===== config.mk =====
export PLATFORM = sky130hd
export DESIGN_NAME = dram_sel_copy_ctrl
export DESIGN_NICKNAME = d
export VERILOG_FILES = /design/src/rtl/dram_sel_pkg.sv /design/src/rtl/dram_sel_copy_ctrl_wr_stage.sv /design/src/rtl/dram_sel_copy_ctrl.sv
export SDC_FILE = /design/constraint.sdc
export NUM_CORES = 1
export LEC_CHECK = 0
export CAP_MARGIN = 40
export CELL_PAD_IN_SITES_DETAIL_PLACEMENT = 1
export CELL_PAD_IN_SITES_GLOBAL_PLACEMENT = 1
export CORE_MARGIN = 5
export CORE_UTILIZATION = 24
export DETAILED_ROUTE_END_ITERATION = 8
export PLACE_DENSITY = 0.56
export REMOVE_ABC_BUFFERS = 1
export SLEW_MARGIN = 10
export SYNTH_ARGS = -nofsm -noshare
export SYNTH_HDL_FRONTEND = slang
export SYNTH_SLANG_ARGS = --single-unit

===== constraint.sdc =====
create_clock -name clk -period 6.2 [get_ports clk]
set_clock_uncertainty 0.1 [all_clocks]
set_input_delay 1.86 -clock clk [delete_from_list [all_inputs] [get_ports clk]]
set_output_delay 1.86 -clock clk [all_outputs]
set_load 0.02 [all_outputs]

===== src/rtl/dram_sel_pkg.sv =====
// Shared types and default widths for the DRAM_L1 -> DRAM_catch selective copy sequencer.
package dram_sel_pkg;

  localparam int DSC_D_WIDTH = 4;
  localparam int DSC_A_WIDTH = 15;
  localparam int DSC_C_WIDTH = 15;

  typedef enum logic [1:0] {
    S_IDLE  = 2'd0,
    S_SCAN  = 2'd1,
    S_DRAIN = 2'd2,
    S_DONE  = 2'd3
  } sel_state_e;

endpackage


===== src/rtl/dram_sel_copy_ctrl_wr_stage.sv =====
// Retire/compaction stage: tracks the outstanding read and writes selected words densely into DRAM_catch.
module dram_sel_wr_stage
  import dram_sel_pkg::*;
#(
  parameter int D_WIDTH = DSC_D_WIDTH,
  parameter int C_WIDTH = DSC_C_WIDTH
) (
  input  logic               clk,
  input  logic               rst_n,
  input  logic               i_clr,
  input  logic               i_issue,
  input  logic [D_WIDTH-1:0] i_rq,
  input  logic               i_sel,
  output logic               o_drop,
  output logic               o_wce,
  output logic [C_WIDTH-1:0] o_wa,
  output logic [D_WIDTH-1:0] o_wd,
  output logic [C_WIDTH:0]   o_hit_count,
  output logic               o_overflow
);

  localparam int WP_W = C_WIDTH + 1;

  logic               r_vld;
  logic [WP_W-1:0]    r_wp;
  logic               r_wce;
  logic [C_WIDTH-1:0] r_wa;
  logic [D_WIDTH-1:0] r_wd;
  logic               r_overflow;
  logic               w_full;
  logic               w_take;

  // The extra MSB of the write pointer is set exactly when the catch is full.
  assign w_full = r_wp[C_WIDTH];
  assign w_take = r_vld & i_sel & ~w_full;
  assign o_drop = r_vld & i_sel & w_full;

  // Retire the read issued last cycle and commit it to the catch if selected.
  always_ff @(posedge clk) begin
    if (!rst_n) begin
      r_vld      <= 1'b0;
      r_wp       <= '0;
      r_wce      <= 1'b0;
      r_wa       <= '0;
      r_wd       <= '0;
      r_overflow <= 1'b0;
    end else if (i_clr) begin
      r_vld      <= i_issue;
      r_wp       <= '0;
      r_wce      <= 1'b0;
      r_overflow <= 1'b0;
    end else begin
      r_vld <= i_issue;
      r_wce <= w_take;
      if (w_take) begin
        r_wa <= r_wp[C_WIDTH-1:0];
        r_wd <= i_rq;
        r_wp <= r_wp + WP_W'(1);
      end
      if (o_drop) begin
        r_overflow <= 1'b1;
      end
    end
  end

  // The dense write pointer doubles as the hit count.
  assign o_wce       = r_wce;
  assign o_wa        = r_wa;
  assign o_wd        = r_wd;
  assign o_hit_count = r_wp;
  assign o_overflow  = r_overflow;

endmodule


===== src/rtl/dram_sel_copy_ctrl.sv =====
// Selective copy sequencer: sweeps a DRAM_L1 window and compacts selected words into DRAM_catch.
// Optional feature macro CATCH_FULL_STOP_EN: the first dropped word ends the scan early.
module dram_sel_copy_ctrl
  import dram_sel_pkg::*;
#(
  parameter int D_WIDTH = DSC_D_WIDTH,
  parameter int A_WIDTH = DSC_A_WIDTH,
  parameter int C_WIDTH = DSC_C_WIDTH
) (
  input  logic               clk,
  input  logic               rst_n,
  input  logic               start,
  input  logic               pause,
  input  logic [A_WIDTH-1:0] cfg_first,
  input  logic [A_WIDTH-1:0] cfg_last,
  output logic               l1_rce,
  output logic [A_WIDTH-1:0] l1_ra,
  input  logic [D_WIDTH-1:0] l1_rq,
  input  logic               l1_sel,
  output logic               cat_wce,
  output logic [C_WIDTH-1:0] cat_wa,
  output logic [D_WIDTH-1:0] cat_wd,
  output logic               busy,
  output logic               done,
  output logic [C_WIDTH:0]   hit_count,
  output logic               overflow
);

`ifdef CATCH_FULL_STOP_EN
  localparam bit STOP_ON_DROP = 1'b1;
`else
  localparam bit STOP_ON_DROP = 1'b0;
`endif

  sel_state_e         r_state;
  sel_state_e         w_next;
  logic [A_WIDTH-1:0] r_addr;
  logic [A_WIDTH-1:0] w_addr;
  logic [A_WIDTH-1:0] r_last;
  logic [A_WIDTH-1:0] w_last;
  logic [A_WIDTH-1:0] r_ra;
  logic [A_WIDTH-1:0] w_ra;
  logic [A_WIDTH-1:0] w_issue_addr;
  logic               r_rce;
  logic               w_rce;
  logic               w_issue;
  logic               w_clr;
  logic               w_drop;
  logic               r_busy;
  logic               r_done;

  // Next-state and next read-port values.
  always_comb begin
    w_next       = r_state;
    w_addr       = r_addr;
    w_last       = r_last;
    w_ra         = r_ra;
    w_rce        = 1'b0;
    w_issue      = 1'b0;
    w_issue_addr = r_addr;
    w_clr        = 1'b0;
    case (r_state)
      S_IDLE: begin
        if (start) begin
          w_clr  = 1'b1;
          w_last = cfg_last;
          if (cfg_last < cfg_first) begin
            w_next = S_DONE;
          end else begin
            w_next       = S_SCAN;
            w_addr       = cfg_first;
            w_ra         = cfg_first;
            w_issue_addr = cfg_first;
            w_issue      = ~pause;
          end
        end else begin
          w_next = S_IDLE;
        end
      end
      S_SCAN: begin
        if (STOP_ON_DROP && w_drop) begin
          w_next = S_DRAIN;
        end else begin
          w_ra    = r_addr;
          w_issue = ~pause;
        end
      end
      // Only one read can be in flight; it retires alongside the DONE cycle.
      S_DRAIN: w_next = S_DONE;
      S_DONE:  w_next = S_IDLE;
      default: w_next = S_IDLE;
    endcase

    // Issuing the last address ends the scan, so the counter never wraps.
    if (w_issue) begin
      w_rce = 1'b1;
      if (w_issue_addr == w_last) begin
        w_next = S_DRAIN;
      end else begin
        w_addr = w_issue_addr + A_WIDTH'(1);
      end
    end else begin
      w_rce = 1'b0;
    end
  end

  // State and registered outputs.
  always_ff @(posedge clk) begin
    if (!rst_n) begin
      r_state <= S_IDLE;
      r_addr  <= '0;
      r_last  <= '0;
      r_ra    <= '0;
      r_rce   <= 1'b0;
      r_busy  <= 1'b0;
      r_done  <= 1'b0;
    end else begin
      r_state <= w_next;
      r_addr  <= w_addr;
      r_last  <= w_last;
      r_ra    <= w_ra;
      r_rce   <= w_rce;
      r_busy  <= (w_next != S_IDLE);
      r_done  <= (r_state == S_DONE);
    end
  end

  dram_sel_wr_stage #(
    .D_WIDTH (D_WIDTH),
    .C_WIDTH (C_WIDTH)
  ) u_wr_stage (
    .clk         (clk),
    .rst_n       (rst_n),
    .i_clr       (w_clr),
    .i_issue     (r_rce),
    .i_rq        (l1_rq),
    .i_sel       (l1_sel),
    .o_drop      (w_drop),
    .o_wce       (cat_wce),
    .o_wa        (cat_wa),
    .o_wd        (cat_wd),
    .o_hit_count (hit_count),
    .o_overflow  (overflow)
  );

  assign l1_rce = r_rce;
  assign l1_ra  = r_ra;
  assign busy   = r_busy;
  assign done   = r_done;

endmodule

[After elaboration in Yosys (flattened, before gate mapping)]
Cells that the tools add are included.
Storage, ports and cells
  input port bits: 39
  register bits after elaboration: 88
  output and inout port bits: 55
  word-level logic and storage cells: 56
Cells by class
  reduce and logical (&&, ||, !) cells: 6
  magnitude comparators: 1
  add/sub/neg operators: 2
  muxes and demuxes: 21
  equal/unequal tests: 6
  bitwise operators: 7
Operators by type and width (count)
  $mux W15: 9
  $pmux W15 S2: 1
  $add A16 B1 Y16 const B: 1
  $add A15 B1 Y15 const B: 1
  $eq A15 B15 Y1: 1
  $lt A15 B15 Y1: 1
  $mux W2: 4
  $pmux W2 S3: 1
  $mux W1: 5
  $eq A2 B2 Y1 const B: 2
  $ne A2 B2 Y1 const B: 2
  $not A1 Y1: 4
  $reduce_bool A2 Y1: 2
  $and A1 B1 Y1: 3
  $reduce_and A3 Y1: 1
  $eq A2 B1 Y1 const B: 1
  $logic_not A2 Y1: 1
  $pmux W1 S2: 1
  $reduce_and A2 Y1: 1
  $reduce_or A2 Y1: 1

[Logic depth before layout (Yosys ltp)]
Gate-level depths: netlist of the first run.
  depth in word-level cells: 8
  mapped depth: 16
  mapped depth without buffers: 13

[Modules after synthesis]
A second synthesis of the first run with hierarchy kept.
Second synthesis, totals
  cell total of the unflattened synthesis: 626
  area total of the unflattened synthesis: 5056.1 µm²
Modules (own cells, without submodules)
  dram_sel_copy_ctrl: seq. area each 1001.0 µm², area each 3488.3 µm², cells each 451, times used 1
  dram_sel_wr_stage: seq. area each 760.7 µm², area each 1567.8 µm², cells each 175, times used 1

[Least setup slack after synthesis of the first run]
No wires, ideal clock.
  path type: in2reg
  from: input cfg_first[14]
  to: register r_addr[14]
  setup time: 0.118 ns
  cell stages on the path: 15
  arrival: 5.094 ns
  path slack: 0.888 ns
  required time: 5.982 ns
  path through: inv_1 ha_1 nand4_1 or3_4 o21ai_4 buf_8 buf_2 buf_1 mux2i_1 inv_1 ha_1 nand2_1 or3_1 or4b_1 mux2i_1
Between the ends
  word-level cells in the longest chain between the ends: 7
RTL lines
  from (decl): RTL line dram_sel_copy_ctrl.sv:14  | input logic [A_WIDTH-1:0] cfg_first,
  $lt A15 B15 Y1: RTL line dram_sel_copy_ctrl.sv:67  | if (cfg_last < cfg_first) begin
  $mux W15: RTL line dram_sel_copy_ctrl.sv:67
  $mux W15: RTL line dram_sel_copy_ctrl.sv:64  | if (start) begin
  $mux W15: RTL line dram_sel_copy_ctrl.sv:62  | case (r_state)
  $add A15 B1 Y15 or $eq A15 B15 Y1 (tied branches): RTL line dram_sel_copy_ctrl.sv:100, dram_sel_copy_ctrl.sv:97
  $mux W15: RTL line dram_sel_copy_ctrl.sv:97  | if (w_issue_addr == w_last) begin
  $mux W15 (*): RTL line dram_sel_copy_ctrl.sv:95  | if (w_issue) begin
  to (signal assigned): RTL line dram_sel_copy_ctrl.sv:119  | r_addr <= w_addr;
  to (decl): RTL line dram_sel_copy_ctrl.sv:37  | logic [A_WIDTH-1:0] r_addr;
Mark *: on every way between the ends. The rest lies on a longest branch, timed or not.
A chain may end at the register's enable or synchronous reset.

[Worst setup path after layout of the first run]
  from: input cfg_first[13]
  to: register r_addr[14]
Same word-level chain as after synthesis.

==> run_results.csv, run 1 <==
group,metric,value,unit
yosys,synth_compound_area_frac,0.150,
yosys,synth-simple-area-share,0.248,
power_and_ir_drop,ir_drop,0.134,mV
routing,drtAntennaViolNets,0,
status,outcome,"finished clean",
global_route,grt_overflow,0,
yosys,async_reset_ff_frac,0,
clocking,insertion_delay,0.35,ns
yosys,synth_area_leaders,"dfxtp_1, nand2_1, nor2_1",
die,core_area,19600,um2
layout,final_common_cell,"nand2_1",
power_and_ir_drop,pwr-share-seq,0.401,
global_route,grt_pass1_wl,25.9,mm
routing,first_pass_iters,4,
yosys,ys.flop_type,"dfxtp_1",
clocking,numCtsBuffers,9,
clocking,path_clk_slew,0.07,ns
critical_path,critPathMaxStageDelay,0.56,ns
timing,tightest_slew,0.748,ns
power_and_ir_drop,p_leak,2.32,nW
yosys,synth_cells,610,
critical_path,r2r_slack,2.47,ns
timing,hold_viol,0,
critical_path,end_kind,"register",
power_and_ir_drop,internal_power,1.06,mW
die,start_util,0.245,
clocking,cts-htree-levels,3,
yosys,yosys.area_share.adder,0.0417,
critical_path,crit_fanout,20,
timing,finalSetupTns,0,ns
critical_path,worstSetupPathType,"in2reg",
die,die-area,22900,um2
timing,setup_viol,0,
critical_path,slowest_stage,"clkdlybuf4s50_1",
clocking,cts_tree,"done",
layout,area_growth,33.2,%
power_and_ir_drop,total_power,1.54,mW
die,die_height,151,um
clocking,holdBufCountCts,0,
critical_path,worstSetupStartpointType,"primary input",
yosys,synth_seq_area_share,0.367,
critical_path,crit_family,"simple AND/OR/NAND/NOR gates",
critical_path,crit_required,6.34,ns
placed_design,port_buffers,93,
layout,diodes,0,
routing,viasPerCell,4.72,
yosys,ys_ff_latch,88,
global_route,antenna_found_initial,0,
layout,final_cell_mix,"nand2_1, clkdlybuf4s50_1, dfxtp_1",
clocking,post_cts_resized,0,
clocking,root_buffer,"clkbuf_16",
critical_path,cp_data_arrival_time,5.82,ns
die,fp-row-count,51,
layout,drive_above_1_share,0.0791,
layout,nNetsFinal,758,
yosys,synth_edf_count,0,
timing,relSlewSlack,0.500,
routing,drc,0,
yosys,yosys_warnings,0,
power_and_ir_drop,switching_share,0.313,
timing,period_share,0.915,
yosys,synth-xor-area-share,0.0657,
placed_design,place_congestion,0.790,
yosys,synth_top_family_by_area,"simple AND/OR/NAND/NOR gates",
timing,fmax,0.176,GHz
routing,drt_iter0_markers,182,
power_and_ir_drop,power.net_switching,483,uW
global_route,grt_max_degree,35,
global_route,grt_usage,0.145,
yosys,avgSynthCellArea,7.87,um2
run,maxCapViolations,0,
timing,finalMaxSlewViolations,0,
clocking,cts_setup_buffers,0,
yosys,synthMuxAreaShare,0.0821,
die,io_pins,94,
power_and_ir_drop,clkPwrFrac,0.382,
die,die_w,151,um
routing,via_count,4588,
clocking,cts.sinks,88,
critical_path,critPathBufInv,4,
placed_design,dp_hpwl,12.1,mm
power_and_ir_drop,p_comb_frac,0.217,
yosys,synth_top_area_frac,0.367,
routing,postRouteWirelength,16.2,mm
worst_hold_path,hold_class,"reg2reg",
yosys,synth.cell_area,4800,um2
power_and_ir_drop,power.density,241,nW/um2
yosys,synth_cell_type_count,51,
yosys,synth_top_cell_by_area,"dfxtp_1",
routing,routedWlPerCell,16.6,um
global_route,grt_pass1_vias,4913,
critical_path,crit_chain,"clkdlybuf4s50_1 -> inv_1 -> ha_1 -> nand4_1 -> or3_4 -> o21ai_4 -> buf_4 -> mux2i_1 -> inv_1 -> ha_1 -> nand2_1 -> or3_1 -> or4b_1 -> mux2i_1",
timing,period_minus_slack,5.68,ns
timing,rsz0062_at_grt,"false",
clocking,clockBufferDepth,2,
==> registers in the layout, indices dropped and copies added (netlist names) <==
register                count
u_wr_stage.o_hit_count     16
l1_ra                      15
r_addr                     15
r_last                     15
u_wr_stage.o_wa            15
u_wr_stage.o_wd             4
r_state                     2
busy                        1
done                        1
l1_rce                      1
u_wr_stage.o_overflow       1
u_wr_stage.o_wce            1
u_wr_stage.r_vld            1
==> power by group through the flow <==
stage / Sequential [mW] / Clock (mW) / Combinational, mW
2_1_floorplan: 0.645 / 0 / 0.178
3_3_place_gp: 0.631 / 0 / 0.329
3_5_place_dp: 0.632 / 0 / 0.337
4_1_cts: 0.619 / 0.615 / 0.340
5_1_grt: 0.623 / 0.633 / 0.368
6_report: 0.618 / 0.590 / 0.334
==> routing by layer <==
layer / up-vias / share of wire / global-route usage
met5: - / 0 / 0
met4: 0 / 0.015 / 0.0413
met3: 21 / 0.054 / 0.0338
met2: 111 / 0.47 / 0.244
met1: 2179 / 0.46 / 0.183
li1: 2277 / - / -
==> cell usage after synthesis, types with 14 or more instances <==
library cell	instances
ha_1	16
a21oi_1	59
dfxtp_1	88
nand2_1	115
clkbuf_1	19
inv_1	22
xor2_1	14
mux2i_1	27
a211oi_1	15
nor2_1	81
xnor2_1	22
==> metrics by stage <==
step	instances	cell area, um2	utilization	hold WS (ns)	setup WS (ns)
after CTS	973	6390	0.326	0.358	0.524
after global placement	956	6060	0.309	0.341	0.252
after floorplan	583	4670	-	0.348	0.619
after global routing	973	6390	0.326	0.380	0.307
after detailed placement	957	6080	0.310	0.348	0.170
final	973	6390	0.326	0.354	0.524
==> final timing paths <==
path / startpoint / to / cells past startpoint
worst min register to register: u_wr_stage.o_wa[11] / u_wr_stage.o_wa[11] / 2
worst max-delay path: cfg_first[13] / r_addr[14] / 14
worst min-delay path: u_wr_stage.o_wa[11] / u_wr_stage.o_wa[11] / 2
worst max register to register: r_state[1] / r_addr[14] / 11
==> logic make-up after synthesis <==
logic type / Yosys count
fa+ha+maj: 16
buf+inv: 50
flops: 88
simple gates: 268
compound gates: 114
mux: 38
xor+xnor: 36
==> layout make-up <==
| class | instances | area [um2] |
|---|---|---|
| Clock buffer | 9 | 225 |
| Clock inverter | 7 | 83.8 |
| Fill cell | 2360 | 13200 |
| Inverter | 23 | 86.3 |
| Multi-Input combinational cell | 472 | 2830 |
| Sequential cell | 88 | 1760 |
| Tap cell | 265 | 332 |
| Timing Repair Buffer | 109 | 1080 |
==> worst register-to-register path: stages, from the launching register on <==
cell	delay, ns
dfxtp_1	0.38
or3b_1	0.45
or3_4	0.42
o21ai_4	0.51
buf_4	0.26
mux2i_1	0.08
inv_1	0.11
ha_1	0.19
nand2_1	0.11
or3_1	0.35
or4b_1	0.52
mux2i_1	0.13
Note: power is estimated with default switching activity, not from simulation.
==> run 2, diff against run 1 <==
--- a/config.mk
+++ b/config.mk
@@ -13,7 +13,7 @@
 export DETAILED_ROUTE_END_ITERATION = 8
 export PLACE_DENSITY = 0.56
 export REMOVE_ABC_BUFFERS = 1
-export SLEW_MARGIN = 10
+export SLEW_MARGIN = 20
 export SYNTH_ARGS = -nofsm -noshare
 export SYNTH_HDL_FRONTEND = slang
 export SYNTH_SLANG_ARGS = --single-unit
==> results of run 2 <==
No change in the layout: final DEF, timing and power equal those of run 1.
==> run 3, diff against run 2 <==
--- a/config.mk
+++ b/config.mk
@@ -5,7 +5,7 @@
 export SDC_FILE = /design/constraint.sdc
 export NUM_CORES = 1
 export LEC_CHECK = 0
-export CAP_MARGIN = 40
+export CAP_MARGIN = 30
 export CELL_PAD_IN_SITES_DETAIL_PLACEMENT = 1
 export CELL_PAD_IN_SITES_GLOBAL_PLACEMENT = 1
 export CORE_MARGIN = 5
==> run 3 against run 2 <==
Sequential share of layout area grew 0.14 points. Combinational power is essentially flat. Design area fell by 0.49%. Setup slack worse by 0.0081 ns. First-iteration DRC count down 37%. Maximum frequency shrank 0.14%. Critical path type unchanged. Highest routed layer unchanged.
==> run_results.csv, run 3 (synthesis results as in run 1) <==
group,metric,value,unit
die,die-area,22900,um2
layout,fillers,2377,
clocking,cts_setup_buffers,0,
layout,diodes,0,
clocking,insertion_delay,0.36,ns
critical_path,r2r_cells,11,
placed_design,place_congestion,0.790,
global_route,grt_usage,0.143,
critical_path,crit_fanout,20,
global_route,grt_overflow,0,
power_and_ir_drop,p_leak,2.30,nW
timing,period_share,0.917,
clocking,holdBufCountCts,0,
clocking,cts_tree,"done",
layout,area_growth,32.5,%
layout,nNetsFinal,757,
placed_design,dp.cells,956,
routing,drc,0,
global_route,grt_max_degree,44,
timing,relSlewSlack,0.414,
layout,drive_above_1_share,0.0778,
power_and_ir_drop,ir_drop,0.137,mV
clocking,numCtsBuffers,9,
routing,postRouteWirelength,16.0,mm
timing,setup_viol,0,
routing,drtAntennaViolNets,0,
timing,finalSetupTns,0,ns
run,maxCapViolations,0,
timing,hold_viol,0,
die,fp-row-count,51,
timing,tightest_slew,0.877,ns
timing,period_minus_slack,5.68,ns
layout,largest_register_ff_count,16,
layout,final_common_cell,"nand2_1",
critical_path,critPathMaxStageDelay,0.61,ns
power_and_ir_drop,power.density,237,nW/um2
timing,finalMaxSlewViolations,0,
critical_path,worstSetupStartpointType,"primary input",
layout,fin_cells,972,
clocking,path_clk_slew,0.07,ns
critical_path,slowest_stage,"clkdlybuf4s50_1",
layout,final_cell_mix,"nand2_1, clkdlybuf4s50_1, dfxtp_1",
routing,drt_iter0_markers,115,
status,outcome,"finished clean",
global_route,antenna_found_initial,0,
clocking,root_buffer,"clkbuf_16",
global_route,grt_pass1_wl,25.7,mm
clocking,clockBufferDepth,2,
critical_path,cp_data_arrival_time,5.82,ns
routing,routedWlPerCell,16.5,um
die,start_util,0.245,
routing,viasPerCell,4.73,
placed_design,port_buffers,93,
timing,rsz0062_at_grt,"false",
layout,multi_input_area,2830,um2
clocking,post_cts_resized,0,
worst_hold_path,hold_class,"reg2reg",
die,core_area,19600,um2
critical_path,crit_chain,"clkdlybuf4s50_1 -> inv_1 -> ha_1 -> nand4_1 -> or3_4 -> o21ai_4 -> buf_4 -> mux2i_1 -> inv_1 -> ha_1 -> nand2_1 -> or3_1 -> or4b_1 -> mux2i_1",
global_route,grt_pass1_vias,4906,
timing,fmax,0.176,GHz
clocking,cts.sinks,88,
clocking,cts-htree-levels,3,
routing,first_pass_iters,4,
routing,via_count,4597,
worst_hold_path,hold_depth,2,
critical_path,worstSetupPathType,"in2reg",
critical_path,end_kind,"register",
critical_path,crit_required,6.34,ns
die,io_pins,94,
die,die_height,151,um
placed_design,dp_hpwl,12.0,mm
die,die_w,151,um
layout,seq_area,1760,um2
run 3: cell types whose count changed in the layout (fill, tap and decap cells not counted):
cell / before / now
buf_12: 2 / 1
bufinv_16: 1 / 0
clkinv_2: 1 / 0
clkinv_8: 0 / 1
clkinvlp_4: 0 / 1
run 3: area by class of cell:
| cell class | count | area share |
|---|---|---|
| tap | 265 | 0.0521 |
| clock buffer | 9 | 0.0354 |
| clock inverter | 7 | 0.0114 |
| timing repair buffer | 108 | 0.166 |
| multi-input combinational | 472 | 0.444 |
| sequential | 88 | 0.277 |
| inverter | 23 | 0.0136 |
run 3: path summary, 6_finish.rpt:
kind,startpoint,end,slack (ns)
worst min register to register,u_wr_stage.o_wd[0],u_wr_stage.o_wd[0],0.35
worst max register to register,r_state[1],r_addr[14],2.47
worst max-delay path,cfg_first[11],r_addr[14],0.52
worst min-delay path,u_wr_stage.o_wd[0],u_wr_stage.o_wd[0],0.35
run 3: power by group:
part	total (mW)	switching (mW)	internal, mW
Combinational	0.332	0.190	0.142
Clock	0.555	0.270	0.285
Sequential	0.619	0.0238	0.595
run 3: layer usage:
metal	share of wire	vias up	GRT usage
li1	-	2271	-
met1	0.45	2206	0.179
met2	0.48	97	0.247
met3	0.051	23	0.0296
met4	0.019	0	0.0453
met5	0	-	0
run 3: per-stage QoR:
| stage | worst slack (ns) | area, um2 | util | hold WS [ns] | power, mW |
|---|---|---|---|---|---|
| after floorplan | 0.619 | 4670 | - | 0.348 | 0.822 |
| final | 0.516 | 6360 | 0.325 | 0.354 | 1.51 |
| after detailed placement | 0.168 | 6060 | 0.309 | 0.348 | 0.967 |
| after global routing | 0.280 | 6360 | 0.325 | 0.378 | 1.59 |
| after global placement | 0.252 | 6060 | 0.309 | 0.341 | 0.960 |
| after CTS | 0.516 | 6360 | 0.325 | 0.357 | 1.53 |
run 3: critical path: cells and delay by family:
kind	cells	cell delay [ns]
compound gates	1	0.51
buf+inv	4	1.08
mux	2	0.21
fa+ha+maj	2	0.48
simple gates	5	1.69
